$ cat config.mk
export PLATFORM = sky130hd
export DESIGN_NAME = calc_op_sequencer
export DESIGN_NICKNAME = d
export VERILOG_FILES = /design/src/rtl/calc_op_sequencer.sv
export SDC_FILE = /design/constraint.sdc
export NUM_CORES = 1
export LEC_CHECK = 0
export BUFFER_PORTS_ARGS = -buffer_cell sky130_fd_sc_hd__buf_2
export CAP_MARGIN = 20
export CORE_MARGIN = 2
export CORE_UTILIZATION = 50
export DETAILED_ROUTE_END_ITERATION = 10
export GPL_ROUTABILITY_DRIVEN = 0
export GPL_TIMING_DRIVEN = 0
export HOLD_SLACK_MARGIN = 0.06
export PLACE_DENSITY = 0.85
export SLEW_MARGIN = 20
export SYNTH_ARGS = -nofsm -noshare
export SYNTH_HDL_FRONTEND = slang
export SYNTH_SLANG_ARGS = --single-unit
$ cat constraint.sdc
create_clock -name clk -period 3.8 [get_ports clk]
set_input_delay 0.76 -clock clk [delete_from_list [all_inputs] [get_ports clk]]
set_output_delay 0.76 -clock clk [all_outputs]
set_load 0.01 [all_outputs]
$ cat src/rtl/calc_op_sequencer.sv
// Operation sequencer for an external 8-bit ALU: accepts one instruction at a time,
// waits the ALU latency, captures the result and holds it until the consumer takes it.
module calc_op_sequencer #(
   parameter int MUL_LATENCY = 2
) (
   input  logic        clk,
   input  logic        reset,
   input  logic        req_valid,
   output logic        req_ready,
   input  logic [17:0] req_instr,
   input  logic        req_use_acc,
   output logic [17:0] alu_instr,
   input  logic [7:0]  alu_out,
   input  logic [7:0]  alu_ext_out,
   input  logic        alu_carry,
   input  logic        alu_overflow,
   output logic        rsp_valid,
   input  logic        rsp_ready,
   output logic [15:0] rsp_result,
   output logic        rsp_carry,
   output logic        rsp_overflow,
   output logic [7:0]  acc,
   output logic [7:0]  op_count,
   output logic        busy
);

   // Handshakes: a transfer happens on a rising edge where valid && ready are both 1;
   // req_ready is high only in IDLE, rsp_valid is high only in DONE.

   typedef enum logic [1:0] {
      IDLE = 2'd0,
      EXEC = 2'd1,
      DONE = 2'd2
   } state_t;

   localparam logic [3:0] MUL_WAIT = 4'(MUL_LATENCY);
   localparam logic [1:0] OP_MUL   = 2'b11;

   state_t     state_q;
   state_t     state_d;
   logic [3:0] wait_cnt;
   logic       accept;
   logic       capture;

   // State register
   always_ff @(posedge clk) begin
      if (reset) begin
         state_q <= IDLE;
      end else begin
         state_q <= state_d;
      end
   end

   // Next-state logic
   always_comb begin
      state_d = state_q;
      case (state_q)
         IDLE:    if (req_valid)         state_d = EXEC;
         EXEC:    if (wait_cnt == 4'd1)  state_d = DONE;
         DONE:    if (rsp_ready)         state_d = IDLE;
         default:                        state_d = IDLE;
      endcase
   end

   // Output decode
   always_comb begin
      req_ready = 1'b0;
      rsp_valid = 1'b0;
      busy      = 1'b1;
      accept    = 1'b0;
      capture   = 1'b0;
      case (state_q)
         IDLE: begin
            req_ready = 1'b1;
            busy      = 1'b0;
            accept    = req_valid;
         end
         EXEC: begin
            capture = (wait_cnt == 4'd1);
         end
         DONE: begin
            rsp_valid = 1'b1;
         end
         default: begin
            busy = 1'b1;
         end
      endcase
   end

   // Datapath: instruction register, wait counter, result capture, accumulator
   always_ff @(posedge clk) begin
      if (reset) begin
         alu_instr    <= '0;
         wait_cnt     <= '0;
         rsp_result   <= '0;
         rsp_carry    <= 1'b0;
         rsp_overflow <= 1'b0;
         acc          <= '0;
         op_count     <= '0;
      end else begin
         if (accept) begin
            alu_instr <= req_use_acc ? {req_instr[17:16], acc, req_instr[7:0]} : req_instr;
            wait_cnt  <= (req_instr[17:16] == OP_MUL) ? MUL_WAIT : 4'd1;
         end else if (state_q == EXEC) begin
            wait_cnt <= wait_cnt - 4'd1;
         end
         if (capture) begin
            rsp_result   <= {alu_ext_out, alu_out};
            rsp_carry    <= alu_carry;
            rsp_overflow <= alu_overflow;
            acc          <= alu_out;
            op_count     <= op_count + 8'd1;
         end
      end
   end

endmodule
# Yosys cells after proc, flatten, opt, wreduce, memory -nomap -nowiden
# Cells that the tools add are included.
classes:
  add_sub_neg: 2
  multipliers: 0
  n_div: 0
  magnitude_cmp: 0
  n_eq_ne: 7
  n_shift: 0
  muxes: 13
  bitwise_logic: 0
  n_reduce_logical: 3
ops:
  columns: ["operator", "count"]
  rows:
  - ["$mux 16", 1]
  - ["$add 8x1->8 const B", 1]
  - ["$mux 2", 4]
  - ["$mux 4", 2]
  - ["$ne 2x2->1 const B", 3]
  - ["$pmux 2 s3", 1]
  - ["$mux 1", 5]
  - ["$eq 2x2->1 const B", 2]
  - ["$eq 4x1->1 const B", 1]
  - ["$sub 4x1->4 const B", 1]
  - ["$reduce_and 3->1", 1]
  - ["$eq 2x1->1 const B", 1]
  - ["$logic_not 2->1", 1]
  - ["$reduce_bool 2->1", 1]
word_totals:
  ff_bits: 58
  latch_bits: 0
  ramBits: 0
  romBits: 0
  inputBits: 41
  out_inout_bits: 55
  word_cells: 33
  mem_count: 0

# Logic depth before layout (Yosys ltp)
logic_depth:
  word_depth: 3
  ltp_mapped: 7
  mapped_depth_nobuf: 6

# Least setup slack after synthesis
# No wires, ideal clock.
synth_path:
  path_type: "input port to flip-flop"
  start: "in req_use_acc"
  end: "reg alu_instr[10]"
  setup_time_ns: 0.134
  arrival_time_ns: 1.411
  t_required_ns: 3.666
  setup_slack_ns: 2.255
  cell_stages: 3
  n_path_buf: 1
  cell_sequence: "buf_1 mux2i_1 a211oi_1"
synth_via:
  elab_chain_len: 1
synth_lines:
  columns: ["element", "line_no", "source"]
  rows:
  - ["start: declaration", "11", "input logic req_use_acc,"]
  - ["$mux 16", "102", "alu_instr <= req_use_acc ? {req_instr[17:16], acc, req_instr[7:0]} : req_instr;"]
  - ["end signal: assignment", "102", null]
  - ["end: declaration", "12", "output logic [17:0] alu_instr,"]
# Every way passes these cells.
# A chain may end at the register's enable or synchronous reset.

# Worst setup path after layout
layout_path:
  start: "reg state_q[0]"
  end: "out busy"
layout_via:
  elab_chain_len: 2
layout_lines:
  columns: ["element", "line_no", "source"]
  rows:
  - ["start: declaration", "39", "state_t state_q;"]
  - ["start signal: assignment", "50", "state_q <= state_d;"]
  - ["$logic_not 2->1", "72", "case (state_q)"]
  - ["$mux 1", "72", null]
  - ["end: declaration", "24", "output logic busy"]
# Every way passes these cells.

==> flow_metrics.py <==
metrics = {
    "place": {
        "placed_cells": 395,
        "dp_hpwl_mm": 3.72,
        "numPortBuffers": 93,
    },
    "logic_synthesis": {
        "syn_avg_cell_area_sq_um": 8.34,
        "syn-instance-count": 252,
        "synth_edf_count": 0,
        "ys_ff_latch": 50,
        "synthTopCellsByArea": "dfxtp_1, nand2_1, a21oi_1, mux2i_1, buf_4",
        "yosysTopAreaCellShare_pct": 47.6,
        "yosys.area.top_type": "dfxtp_1",
        "ys_seq_area_share_pct": 47.6,
        "syn_nets": 296,
        "yosysUniqueCellTypes": 32,
        "synth_ff_type": "dfxtp_1",
        "async_flop_share_pct": 0,
        "syn_area_sq_um": 2100,
        "synth_warnings": 0,
    },
    "routing": {
        "dr.first_iter.drc_count": 87,
        "dr.pass1.iters": 4,
        "vias_per_cell": 5.04,
        "ant_nets": 0,
        "wl_mm": 4.96,
        "drc": 0,
        "wl_per_cell_microns": 12.4,
        "vias": 2023,
    },
    "timing": {
        "clock.fmax_ghz": 0.515,
        "finalClockSkew_ns": 0.00467,
        "worst_pin_slew_ns": 0.589,
        "drv_slew": 0,
        "period_minus_slack_ns": 1.94,
        "setup_viol": 0,
        "hold_viol": 0,
        "slew_headroom_pct": 60.7,
        "fin_crit_sh_pct": 51.1,
        "tns_ns": 0,
        "rsz0062_at_grt": "no",
    },
    "global_route": {
        "grt_pass1_wl_mm": 7.53,
        "grtUsageTotal_pct": 21.4,
        "grt_pass1_vias": 1702,
        "antenna_found_initial": 0,
        "grt_max_degree": 14,
        "grt_overflow_total": 0,
    },
    "floorplanning": {
        "rows": 23,
        "core_sq_um": 4030,
        "die_w_microns": 68.8,
        "dieArea_sq_um": 4740,
        "die_h_microns": 68.8,
        "io_pins": 96,
        "start_util_pct": 52.2,
    },
    "clock_tree": {
        "clk-insertion-delay-late_ns": 0.30,
        "cts_setup_buffers": 0,
        "cts_root_buffer": "clkbuf_8",
        "cts_resized": 0,
        "cts_sinks": 50,
        "htreeDepth": 2,
        "ctsHoldBuffers": 0,
        "clockBufferDepth": 2,
        "clkTransAtPathRegs_ns": 0.08,
        "numCtsBuffers": 5,
        "cts_tree": "yes",
    },
    "critical_path": {
        "path_class": "reg -> out",
        "timing.critical_path.from": "state_q[0]",
        "rr_startpoint": "wait_cnt[0]",
        "worst_ep_arrival_time_ns": 1.18,
        "start_kind": "flop",
        "path_max_fanout": 10,
        "worstPathRequired_ns": 3.04,
        "worst_setup_path_end_kind": "output pin",
    },
    "cells_and_area": {
        "area_delta_synth_final_pct": 29.0,
        "diodes": 0,
        "finalNetCount": 396,
        "fin_cells": 401,
        "fin_util_pct": 67.3,
        "drive_above_1_share_pct": 33.6,
    },
    "power_and_ir_drop": {
        "power_mw": 1.09,
        "power_density_nw_per_um2": 401,
        "leakage_nw": 1.29,
        "peakVddDrop_v": 0.000265,
    },
    "status": {
        "status": "finished clean",
    },
    "min_path": {
        "hp-class": "reg -> reg",
        "min_from": "rsp_overflow",
    },
    "job": {
        "drv_cap": 0,
    },
}
==> area by class of cell <==
type	instances	area [sq um]
fill	357	1320
timing repair buffer	93	465
tap	50	62.6
buffer	25	144
multi-input combinational	174	946
inverter	3	11.3
clock buffer	6	82.6
sequential	50	1000
==> kinds of logic (layout without fill, tap and decap cells) <==
kind of cell | after synthesis | in the layout | share of synthesized area (%)
AO/OA/AOI/OAI | 46 | 46 | 12.4
XOR/XNOR | 8 | 8 | 3.33
adder cells (fa/ha/maj) | 3 | 3 | 1.79
buffers and inverters | 28 | 127 | 7.38
flip-flops | 50 | 50 | 47.6
multiplexers | 10 | 10 | 4.82
AND/OR/NAND/NOR | 107 | 107 | 22.7
==> synth_stat cells, types with 4 or more instances <==
cell and instances:
a211oi_1 9, a21oi_1 33, buf_2 4, buf_4 10, clkbuf_1 9, dfxtp_1 50
mux2i_1 9, nand2_1 64, nand2b_1 4, nand3_1 6, nor2_1 18, nor3_1 4
xnor2_1 5
==> metal layers <==
layer  global-route usage [%]  vias up  share of wire [%]
met4                     8.33        0                1.8
met1                     25.5      918                 40
met2                     35.8       73                 51
li1                         -     1021                  -
met5                        0        -                  0
met3                     6.82       11                7.5
==> placed cells by master (no fill, tap or decap), drive strengths merged, types with 2 or more instances in the layout <==
| cell type | synthesis | routed |
|---|---|---|
| nand2 | 64 | 64 |
| inv | 3 | 3 |
| mux2i | 9 | 9 |
| a211oi | 9 | 9 |
| xnor2 | 5 | 5 |
| buf | 16 | 109 |
| nand3 | 6 | 6 |
| a21oi | 33 | 33 |
| and2 | 2 | 2 |
| nor2 | 19 | 19 |
| ha | 3 | 3 |
| nand2b | 4 | 4 |
| xor2 | 3 | 3 |
| clkbuf | 9 | 15 |
| dfxtp | 50 | 50 |
| nor2b | 2 | 2 |
| nor3 | 4 | 4 |
==> sequential cells by signal, indices dropped and copies added, names as in the netlist <==
register and cells:
rsp_carry 1, state_q 2, wait_cnt 4, rsp_result 16, op_count 8, rsp_overflow 1
alu_instr 18
==> final timing paths <==
check	slack [ns]	endpoint	depth (start not counted)
setup / recovery	1.86	busy	4
setup reg to reg	2.05	rsp_result[14]	6
hold / removal	0.45	rsp_overflow	2
hold reg to reg	0.45	rsp_overflow	2
==> through the flow <==
stage | area, sq um | setup WS (ns) | hold slack [ns]
6_report | 2710 | 1.86 | 0.454
3_5_place_dp | 2630 | 2.07 | 0.444
2_1_floorplan | 2100 | 2.25 | 0.461
3_3_place_gp | 2630 | 2.13 | 0.439
5_1_grt | 2710 | 1.82 | 0.481
4_1_cts | 2710 | 1.87 | 0.458
==> power breakdown <==
part | internal [mW] | total (mW) | switching (mW)
Sequential | 0.556 | 0.577 | 0.0212
Clock | 0.141 | 0.300 | 0.160
Combinational | 0.0933 | 0.210 | 0.116
Total | 0.790 | 1.09 | 0.298
==> worst max-delay path, cell delays in order, from the launching register on <==
cell,delay (ns)
dfxtp_1,0.30
buf_2,0.18
nor2_2,0.21
inv_1,0.06
buf_2,0.14
Note: power is estimated with default switching activity, not from simulation.
